$ cat src/rtl/button_gesture.sv
// ----------------------------------------------------------------------------
// button_gesture
//
// Turns debounced press/release pulses from a single push button into
// gesture pulses: single click, double click, long press, and an
// auto-repeat tick while the button stays held after a long press.
//
// Ports
//   i_clk           rising-edge clock for all logic
//   i_rst_n         synchronous active-low reset
//   i_btn_down      1-cycle pulse, debounced press
//   i_btn_up        1-cycle pulse, debounced release
//   o_single_click  1-cycle pulse, press+release with no second press in time
//   o_double_click  1-cycle pulse, second press released inside the window
//   o_long_press    1-cycle pulse, press held for LONG_CYCLES
//   o_hold_repeat   1-cycle pulse every REPEAT_CYCLES after a long press
//   o_busy          high whenever a gesture is in progress (state != IDLE)
//
// Parameters (all legal from 1 to 2^32-1)
//   LONG_CYCLES     hold time before a long press
//   DCLICK_CYCLES   release window in which a second press makes a double
//   REPEAT_CYCLES   auto-repeat period while held after a long press
// ----------------------------------------------------------------------------
module button_gesture #(
   parameter int unsigned LONG_CYCLES   = 50_000_000,
   parameter int unsigned DCLICK_CYCLES = 12_500_000,
   parameter int unsigned REPEAT_CYCLES = 10_000_000
) (
   input  logic i_clk,
   input  logic i_rst_n,
   input  logic i_btn_down,
   input  logic i_btn_up,
   output logic o_single_click,
   output logic o_double_click,
   output logic o_long_press,
   output logic o_hold_repeat,
   output logic o_busy
);

   typedef enum logic [2:0] {
      IDLE,
      PRESSED,
      WAIT2,
      PRESSED2,
      LONG_HELD
   } state_t;

   // Terminal counts: the counter reads N-1 on the Nth edge spent in a state,
   // so comparing against N-1 makes the exit happen exactly N edges after entry.
   localparam logic [31:0] LONG_TC   = LONG_CYCLES - 1;
   localparam logic [31:0] DCLICK_TC = DCLICK_CYCLES - 1;
   localparam logic [31:0] REPEAT_TC = REPEAT_CYCLES - 1;

   state_t      r_state;
   state_t      w_nextState;
   logic [31:0] r_cnt;
   logic [31:0] w_nextCnt;
   logic        w_cntClr;
   logic        w_down;
   logic        w_up;
   logic        w_single;
   logic        w_double;
   logic        w_long;
   logic        w_repeat;
   logic        r_single;
   logic        r_double;
   logic        r_long;
   logic        r_repeat;
   logic        r_busy;

   // A press and a release on the same edge cannot both be real, so such an
   // edge is treated as if neither pulse had arrived.
   assign w_down = i_btn_down & ~i_btn_up;
   assign w_up   = i_btn_up   & ~i_btn_down;

   // Next-state and pulse decode. Button events always win over a timeout
   // landing on the same edge. In LONG_HELD the repeat tick keeps the state
   // but restarts the counter, so w_cntClr requests that clear explicitly.
   always_comb begin
      w_nextState = r_state;
      w_cntClr    = 1'b0;
      w_single    = 1'b0;
      w_double    = 1'b0;
      w_long      = 1'b0;
      w_repeat    = 1'b0;
      case (r_state)
         IDLE: begin
            if (w_down) begin
               w_nextState = PRESSED;
            end
         end
         PRESSED: begin
            if (w_up) begin
               w_nextState = WAIT2;
            end else if (r_cnt == LONG_TC) begin
               w_nextState = LONG_HELD;
               w_long      = 1'b1;
            end
         end
         WAIT2: begin
            if (w_down) begin
               w_nextState = PRESSED2;
            end else if (r_cnt == DCLICK_TC) begin
               w_nextState = IDLE;
               w_single    = 1'b1;
            end
         end
         PRESSED2: begin
            if (w_up) begin
               w_nextState = IDLE;
               w_double    = 1'b1;
            end
         end
         LONG_HELD: begin
            if (w_up) begin
               w_nextState = IDLE;
            end else if (r_cnt == REPEAT_TC) begin
               w_repeat = 1'b1;
               w_cntClr = 1'b1;
            end
         end
         default: begin
            w_nextState = IDLE;
         end
      endcase
   end

   // Counter update. Timed states always leave before the counter can
   // overflow; the untimed states (IDLE, PRESSED2) may sit forever, so the
   // counter saturates there instead of wrapping.
   always_comb begin
      w_nextCnt = r_cnt;
      if ((w_nextState != r_state) || w_cntClr) begin
         w_nextCnt = 32'd0;
      end else if (r_cnt != 32'hFFFF_FFFF) begin
         w_nextCnt = r_cnt + 32'd1;
      end
   end

   // State, counter and registered outputs. Busy is derived from the next
   // state so it lines up with the state register on every edge.
   always_ff @(posedge i_clk) begin
      if (!i_rst_n) begin
         r_state  <= IDLE;
         r_cnt    <= 32'd0;
         r_single <= 1'b0;
         r_double <= 1'b0;
         r_long   <= 1'b0;
         r_repeat <= 1'b0;
         r_busy   <= 1'b0;
      end else begin
         r_state  <= w_nextState;
         r_cnt    <= w_nextCnt;
         r_single <= w_single;
         r_double <= w_double;
         r_long   <= w_long;
         r_repeat <= w_repeat;
         r_busy   <= (w_nextState != IDLE);
      end
   end

   assign o_single_click = r_single;
   assign o_double_click = r_double;
   assign o_long_press   = r_long;
   assign o_hold_repeat  = r_repeat;
   assign o_busy         = r_busy;

endmodule

$ cat config.mk
export PLATFORM = sky130hd
export DESIGN_NAME = button_gesture
export DESIGN_NICKNAME = d
export VERILOG_FILES = /design/src/rtl/button_gesture.sv
export SDC_FILE = /design/constraint.sdc
export NUM_CORES = 1
export LEC_CHECK = 0
export BUFFER_PORTS_ARGS = -buffer_cell sky130_fd_sc_hd__buf_4
export CELL_PAD_IN_SITES_DETAIL_PLACEMENT = 0
export CELL_PAD_IN_SITES_GLOBAL_PLACEMENT = 1
export CORE_UTILIZATION = 42
export DETAILED_ROUTE_END_ITERATION = 10
export PLACE_DENSITY_LB_ADDON = 0.05
export SLEW_MARGIN = 10
export SYNTH_ARGS = -nofsm -noshare
export SYNTH_HDL_FRONTEND = slang
export SYNTH_SLANG_ARGS = --single-unit
$ cat constraint.sdc
create_clock -name i_clk -period 2.3 [get_ports i_clk]
set_input_delay 0.115 -clock i_clk [delete_from_list [all_inputs] [get_ports i_clk]]
set_output_delay 0.115 -clock i_clk [all_outputs]
set_load 0.01 [all_outputs]
# Word-level counts from Yosys, hierarchy flattened

Index checks and enable logic that the tools add are counted.

Logic and storage cells: 45
RAM bits: 0
Output and inout bits: 5
Input bits: 4
Memories kept: 0
Register bits after elaboration: 40
Bits in read-only memories: 0
Latch bits: 0

Mux-type cells: 13
Div/mod/pow operators: 0
Reductions and logical operators: 8
Add/subtract/negate cells: 1
Bitwise gates (word level): 7
Eq/ne operators: 9
Shifts and indexed selects: 0
Magnitude comparators: 0
$mul: 0

Operators by type and width:

| kind                                            | count |
|---|---|
| == test 32 x 24 -> 1 bit, second input constant | 2 |
| adder 32 x 1 -> 32 bit, second input constant   | 1 |
| == test 32 x 26 -> 1 bit, second input constant | 1 |
| inequality test 32 bit, second input constant   | 1 |
| two-way mux 3 bit                               | 6 |
| one-hot mux 3 bit (4 select lines)              | 1 |
| == test 3 x 2 -> 1 bit, second input constant   | 2 |
| two-way mux 1 bit                               | 6 |
| OR reduction 3 bit                              | 2 |
| NOT 1 bit                                       | 5 |
| OR reduction 2 bit                              | 2 |
| == test 3 x 1 -> 1 bit, second input constant   | 1 |
| == test 3 bit, second input constant            | 1 |
| logical NOT 3 bit                               | 1 |
| inequality test 3 bit                           | 1 |
| nonzero test 3 bit                              | 1 |
| bitwise AND 1 bit                               | 2 |
| AND reduction 2 bit                             | 1 |
| logical OR 1 bit                                | 1 |

# Longest topological paths before layout

Gate-level depths: netlist of run 1.

Word-level depth: 7
Depth in mapped cells: 7
Gate-level depth less buffers: 6

# Worst setup path before layout of run 1

Ideal clock, no wire load.

Path type: register to register
From: reg r_cnt[18]
To: reg r_cnt[30]
Path slack: 0.051 ns
Stages on the path, launching flop included: 6
Period minus slack after synthesis: 2.249 ns
Arrival: 2.170 ns
Setup time: 0.079 ns
Buffers on the path: 0
Required time: 2.221 ns
Cells stage by stage: dfxtp_1 > nand3_2 > or4_4 > or4_4 > or3_1 > a211oi_2

Longest elaborated chain between the ends: 7
Elaborated cells on any way between the ends: 16
Those cells by class: add/sub (1); eq/ne (5); mux (8); reduce/logical (2)

RTL lines:

| item                                                                        | line    | RTL |
|---|---|---|
| from (decl)                                                                 | 56      | `logic [31:0] r_cnt;` |
| from (signal assigned)                                                      | 153     | `r_cnt <= w_nextCnt;` |
| == test 32 x 24 -> 1 bit / == test 32 x 26 -> 1 bit (equally long branches) | 103, 95 |  |
| two-way mux 3 bit, on equally long branches                                 | 103, 95 |  |
| two-way mux 3 bit, on equally long branches                                 | 101, 93 |  |
| one-hot mux 3 bit (4 select lines)                                          | 86      | `case (r_state)` |
| inequality test 3 bit                                                       | 133     | `if ((w_nextState != r_state) \|\| w_cntClr) begin` |
| logical OR 1 bit                                                            | 133     |  |
| OR reduction 2 bit (no line)                                                | -       |  |

Parallel ways exist; a longest one is shown, timed or not.
A chain may end at the register's enable or synchronous reset.

# Worst setup path after layout of run 1

From: reg r_cnt[23]
To: reg r_cnt[30]

Same word-level chain as after synthesis.

==> results of run 1 <==
layer usage:
layer	up-vias	wire length [um]
li1	1112	-
met1	1055	2860
met2	30	2948
met3	6	225
met4	0	66
met5	-	0
cell usage in the layout, fill, tap and decap left out, types with 12 or more instances in the layout:
| cell type | count |
|---|---|
| buf_4 | 44 |
| dfxtp_1 | 39 |
| nor3_1 | 20 |
| a211oi_1 | 17 |
| nand2_1 | 14 |
| nand4_1 | 13 |
| or3_1 | 13 |
| o21ai_0 | 12 |
power by group through the flow:
stage	logic, mW	clock network (mW)	registers, mW
2_1_floorplan	0.0398	0	0.720
3_3_place_gp	0.0756	0	0.722
3_5_place_dp	0.0754	0	0.722
4_1_cts	0.0759	0.511	0.706
5_1_grt	0.0844	0.542	0.708
6_report	0.0760	0.490	0.706
registers in the layout (all words and copies together), names as in the netlist:
signal / cells
o_busy: 1
o_double_click: 1
o_hold_repeat: 1
o_long_press: 1
o_single_click: 1
r_cnt: 32
r_state: 3
critical path, stage by stage, from the launching register on:
cell and delay [ns]:
dfxtp_1 0.41, nand3_1 0.12, or4_4 0.50, or4_4 0.55
or3_1 0.33, a211oi_2 0.21
area by class of cell:
| type | instances | area [sq um] |
|---|---|---|
| fill | 493 | 2291 |
| multi-input combinational | 206 | 1410 |
| sequential | 40 | 802.0 |
| timing repair buffer | 49 | 412.9 |
| tap | 70 | 87.58 |
| clock buffer | 6 | 82.58 |
| inverter | 3 | 11.26 |
| clock inverter | 2 | 10.01 |
how the worst min path moves through the flow:
stage / start / endpoint / slack [ns] / cells past startpoint
6_report: i_rst_n / r_state[2] / 0.07 / 2
5_1_grt: i_rst_n / r_state[2] / 0.06 / 2
4_1_cts: i_rst_n / r_state[2] / 0.06 / 2
3_5_place_dp: i_rst_n / r_state[2] / 0.38 / 2
3_3_place_gp: i_rst_n / r_state[2] / 0.37 / 2
2_1_floorplan: i_rst_n / o_hold_repeat / 0.23 / 2
metrics by stage:
stage	instance area, sq um	power [mW]	utilization [%]
after floorplan	2235	0.7601	-
after global placement	2666	0.7975	52.20
after detailed placement	2666	0.7978	52.20
after CTS	2759	1.293	54.02
after global routing	2816	1.334	55.14
final	2816	1.272	55.14
logic make-up after synthesis:
kind of cell,synth area share (%)
adders and majority gates,0.5598
xor gates and xnor gates,4.311
AOI/OAI and AO/OA,19.09
buffers and inverters,3.303
muxes,0.4479
and+or+nand+nor,36.45
DFF,35.83
what timing repair did:
item	in CTS	in global routing
buffers inserted	0	2
resized for setup	0	10
endpoints found under the setup margin	0	33
==> metrics.md, run 1 <==
| Metric | Value |
|---|---|
| First drt pass iteration count | 4 |
| Synth cell types | 47 |
| Internal power | approximately 0.98 mW |
| Most used DFF post-synth | dfxtp_1 |
| Slew @ Worst Pin | approximately 0.49 ns |
| Total core area | about 5100 sq um |
| Slew margin rel. | 66.99% |
| Post-synth top area share | 35.83% |
| Die X-Extent | 74.94 um |
| CP max FO | 5 |
| DP HPWL | approximately 4600 um |
| Netlist Area Pre-Place | roughly 2200 sq um |
| Register area share after synthesis | around 36% |
| Number of global-route vias before repair | about 2,000 |
| Most numerous cell in the Yosys netlist | dfxtp_1 |
| Final min period | 2.188 ns |
| Nets | 310 |
| Met1 GRT Util | between 30% and 40% |
| Hold Path Class | input pin to flop |
| Residual DRC count | 0 |
| Commonest cells post-synth | dfxtp_1 (40), nor3_1 (20), a211oi_1 (17), nand2_1 (14) |
| M3 GR Usage | about 4.4% |
| Vias | about 2,200 |
| Setup slack, reg-to-reg | around 0.11 ns |
| Clock slew at reported path FFs | around 0.080 ns |
| Worst r2r dst | r_cnt[30] |
| LEAKAGE | 0.9208 nW |
| GPL Wtd Cong | between 0.8 and 0.9 |
| Pre-CTS WS | between 0.06 and 0.07 ns |
| First-pass GRT wire length | about 9800 um |
| Syn nets | around 270 |
| Timing startpoint of the critical path | r_cnt[23] |
| Boundary Pins | 9 |
| Final ANT Viol Nets | 0 |
| Yosys top cell by area | dfxtp_1 |
| Dpl cells | 366 |
| FP Rows | 26 |
| Worst skew pair latency | roughly 0.30 ns |
| Sw Pwr | between 0.2 and 0.3 mW |
| Root buffer cell | clkbuf_8 |
| Maximum clock insertion buffer count | 2 |
| Met2 GRT Util | between 40% and 50% |
| Crit. End Element | flop |
| Final Max Slew Viols | 0 |
| Cts bufs inserted | 5 |
| Chip height | between 70 and 80 um |
| Diodes inserted | 0 |
| Setup Skew | roughly 0.0053 ns |
| WS Path Type | flop to flop |
| Total grt overflow | 0 |
| Req. time, crit path | ~2.5 ns |
| Finish-stage setup viols | 0 |
| Max Clk Rate | between 0.4 and 0.5 GHz |
| Largest net degree at the start of global routing | 19 |
| Final Cycle Share | roughly 95% |
| Area Overhead vs Synth | 26.04% |
| Synth Register Bits | 40 |
| GRT busiest layer | met2 |
| Worst hold slack | 0.06712 ns |
| WL final | 6100 um |
| YS warnings | 0 |
| Clock power share | 38.5% |
| Worst r2r src | r_cnt[23] |
| Die area | 5616 sq um |
| Logic gate share of total power | 6.0% |
| Worst EP arrival | 2.41 ns |
| Final Hold Fails | 0 |
| Post-Syn Instances | 264 |
| Switching Share | roughly a quarter |
| Vias per cell | roughly 5.9 |
| Avg Cell Area, Syn | approximately 8.5 sq um |
| Worst setup path endpoint | r_cnt[30] |
| Htree depth | 2 |
| CTS tree | done |
| Power per standard cell area | 451.5 nW/um^2 |
| CTS Hold Bufs | 0 |
| Setup TNS | 0 ns |
| Initial antenna violation count | 0 |
| Number of port buffers | 8 |
| Starting density of the core | roughly 44% |
| Max-Cap Viols | 0 |
| 1st-iter DRT viols | 88 |
| Post-synth EDFFs | 0 |
| Min setup slack post-route | around 0.11 ns |
| Average wire per standard cell | between 15 and 20 um |
| Ranking of synthesized cells by area | dfxtp_1 (36%), a211oi_1 (5.7%), nor3_1 (4.5%) |
| CTS Sinks | 40 |
| Share of layout cells above drive strength 1 | between 20% and 30% |
| Synth async-reset ratio | 0% |
| Status | completed |
| Peak supply drop | around 0.00024 V |
| Gr usage total | between 20% and 30% |
| Part of the power in registers | a little under three fifths |
| CP startpoint kind | flop |
| Reg2Reg Depth | 5 |
| Post-route non-filler standard cell count | about 380 |
No activity file was read; power rests on OpenSTA's default activity.
==> run 2: changes to the inputs <==
--- a/config.mk
+++ b/config.mk
@@ -5,7 +5,7 @@
 export SDC_FILE = /design/constraint.sdc
 export NUM_CORES = 1
 export LEC_CHECK = 0
-export BUFFER_PORTS_ARGS = -buffer_cell sky130_fd_sc_hd__buf_4
+export BUFFER_PORTS_ARGS = -buffer_cell sky130_fd_sc_hd__buf_2
 export CELL_PAD_IN_SITES_DETAIL_PLACEMENT = 0
 export CELL_PAD_IN_SITES_GLOBAL_PLACEMENT = 1
 export CORE_UTILIZATION = 42
==> metrics.md, run 2 (synthesis results as in run 1) <==
| Metric | Value |
|---|---|
| Max-Cap Viols | 0 (unchanged) |
| Hold Path Class | input pin to flop (unchanged) |
| LEAKAGE | 0.8778 nW (was 0.9208 nW) |
| Residual DRC count | 0 (unchanged) |
| Reg with most FFs | r_cnt (unchanged) |
| CP top delay family | simple AND/OR/NAND/NOR gates (unchanged) |
| Boundary Pins | 9 (unchanged) |
| Reg2Reg Depth | 5 (unchanged) |
| Clock slew at reported path FFs | 0.08 ns (about the same) |
| Vias per cell | 5.922 (was 5.859) |
| Most frequent CP cell | or4_4 (unchanged) |
| First drt pass iteration count | 4 (unchanged) |
| Final Cycle Share | 96.84% (was 95.14%) |
| DP HPWL | 4321 um (was 4609 um) |
| Pre-CTS WS | 0.05117 ns (was 0.06576 ns) |
| Worst skew pair latency | 0.30 ns (about the same) |
| Total core area | 5107 sq um (unchanged) |
| GPL Wtd Cong | 0.9288 (was 0.8354) |
| Post-route non-filler standard cell count | 370 (was 376) |
| Number of port buffers | 8 (unchanged) |
| 1st-iter DRT viols | 162 (was 88) |
| Req. time, crit path | 2.53 ns (about the same) |
| Starting density of the core | 43.75% (unchanged) |
| Vias | 2,191 (was 2,203) |
| Final ANT Viol Nets | 0 (unchanged) |
| Worst r2r dst | r_cnt[28] (was r_cnt[30]) |
| Setup slack, reg-to-reg | 0.07 ns (was 0.11 ns) |
| Hold Crit Depth | 3 (was 2) |
| Die area | 5616 sq um (unchanged) |
| Setup Buffers After CTS | 0 (unchanged) |
| Nets | 304 (was 310) |
| Number of global-route vias before repair | 1,947 (was 1,994) |
| Metal2 WL | 2784 um (was 2948 um) |
| CTS tree | done (unchanged) |
| Most common cell after layout, fill and taps aside | dfxtp_1 (was buf_4) |
| Met1 Wirelength | 2981 um (was 2860 um) |
| Routed wl met3 | 233 um (was 225 um) |
| Max Clk Rate | 0.4489 GHz (was 0.4570 GHz) |
| Final Hold Fails | 0 (unchanged) |
| Worst path slowest cell | or4_4 (unchanged) |
| CP max FO | 3 (was 5) |
| Diodes inserted | 0 (unchanged) |
| CTS Sinks | 40 (unchanged) |
| Most frequent cells in the layout | dfxtp_1 (39), buf_4 (33), nor3_1 (20), a211oi_1 (17), nand2_1 (14) (was buf_4 (44), dfxtp_1 (39), nor3_1 (20), a211oi_1 (17), nand2_1 (14)) |
| RSZ-0062 raised after global routing | false |
| Max FFs per register | 32 (unchanged) |
| FP Rows | 26 (unchanged) |
| Setup Skew | 0.01025 ns (was 0.005313 ns) |
| CTS Hold Bufs | 0 (unchanged) |
| Setup TNS | 0 ns (unchanged) |
| Peak supply drop | 0.0002512 V (was 0.0002402 V) |
| Final min period | 2.227 ns (was 2.188 ns) |
| Min setup slack post-route | 0.07257 ns (was 0.1119 ns) |
| Htree depth | 2 (unchanged) |
| CP startpoint kind | flop (unchanged) |
| Chip height | 74.94 um (unchanged) |
| Largest net degree at the start of global routing | 33 (was 19) |
| WP buf/inv | 0 (unchanged) |
| Share of layout cells above drive strength 1 | 24.33% (was 26.80%) |
| Crit. End Element | flop (unchanged) |
| Worst hold slack | 0.07390 ns (was 0.06712 ns) |
| Final Max Slew Viols | 0 (unchanged) |
| WS Path Type | flop to flop (unchanged) |
| Die X-Extent | 74.94 um (unchanged) |
| Average wire per standard cell | 16.45 um (was 16.22 um) |
| Cts bufs inserted | 5 (unchanged) |
| Slew @ Worst Pin | 0.5094 ns (was 0.4890 ns) |
| Gr usage total | 23.82% (was 23.76%) |
| Slew margin rel. | 65.73% (was 66.99%) |
| Worst EP arrival | 2.45 ns (was 2.41 ns) |
| Root buffer cell | clkbuf_8 (unchanged) |
| Power per standard cell area | 465.1 nW/um^2 (was 451.5 nW/um^2) |
| Ordered cell list for the critical path | nand4_2 > or4_4 > or4_4 > or3_1 > a211oi_2 (was nand3_1 > or4_4 > or4_4 > or3_1 > a211oi_2) |
| Finish-stage setup viols | 0 (unchanged) |
| WL final | 6087 um (was 6100 um) |
| Worst r2r src | r_cnt[13] (was r_cnt[23]) |
| First-pass GRT wire length | 9901 um (was 9825 um) |
| Uppermost routed layer | met4 (unchanged) |
| Maximum clock insertion buffer count | 2 (unchanged) |
| Hold Path Sink | o_hold_repeat (was r_state[2]) |
| Area Overhead vs Synth | 21.61% (was 26.04%) |
| Critical path's largest stage delay | 0.56 ns (was 0.55 ns) |
| Dpl cells | 362 (was 366) |
| Largest regs | r_cnt (32), r_state (3) (unchanged) |
| Initial antenna violation count | 0 (unchanged) |
| Status | completed (unchanged) |
| Total grt overflow | 0 (unchanged) |
| Hold_sp | i_rst_n (unchanged) |
## run 2: cell count changes in the layout (fill, tap and decap cells not counted)
cell,delta
buf_2,+8
nor4_2,-1
and4_2,-1
nor4_1,+1
clkinvlp_4,+1
buf_6,-2
clkinv_2,-2
and4_1,+1
buf_12,-1
clkbuf_1,+1
buf_4,-11
a21boi_4,-1
a21boi_2,+1
## run 2: through the flow
stage / util [%] / power [mW] / area (sq um)
floorplan: - / 0.7601 / 2235
global placement: 50.98 / 0.7853 / 2604
detailed placement: 50.98 / 0.7856 / 2604
CTS: 52.82 / 1.273 / 2698
global route: 53.21 / 1.313 / 2718
finish: 53.21 / 1.264 / 2718
## run 2: how the worst max path moves through the flow
stage	to	startpoint	depth (start not counted)	slack, ns
after CTS	o_busy	r_cnt[1]	6	0.04
after floorplan	r_cnt[30]	r_cnt[18]	5	0.05
after global placement	r_cnt[14]	r_cnt[1]	7	0.09
after detailed placement	o_busy	r_cnt[1]	6	0.05
after global routing	r_cnt[22]	r_cnt[17]	7	0.008
final	r_cnt[28]	r_cnt[13]	5	0.07
## run 2: layout make-up
| cell class | count | area [sq um] |
|---|---|---|
| clock inverter | 1 | 7.507 |
| clock buffer | 7 | 86.33 |
| sequential | 40 | 802.0 |
| timing repair buffer | 43 | 327.8 |
| tap | 70 | 87.58 |
| multi-input combinational | 206 | 1395 |
| fill | 522 | 2390 |
| inverter | 3 | 11.26 |
## run 2: routing by layer
| layer | vias up | global-route usage, % |
|---|---|---|
| li1 | 1103 | - |
| met4 | 0 | 7.966 |
| met2 | 42 | 38.24 |
| met5 | - | 0 |
| met1 | 1036 | 32.15 |
| met3 | 10 | 4.552 |
## run 2: where the power goes
group,internal (mW),switching (mW)
clock,0.244,0.250
combinational,0.0271,0.0368
sequential,0.699,0.00705
total,0.970,0.294
## run 2: repair_timing
action / in CTS / in global routing
endpoints found under the hold margin: 0 / 0
setup endpoints to repair: 0 / 34
resized for setup: 0 / 5
## run 2: worst reg2reg max path, stage by stage (launching register included)
cell	delay (ns)
dfxtp_1	0.36
nand4_2	0.14
or4_4	0.56
or4_4	0.56
or3_1	0.33
a211oi_2	0.21
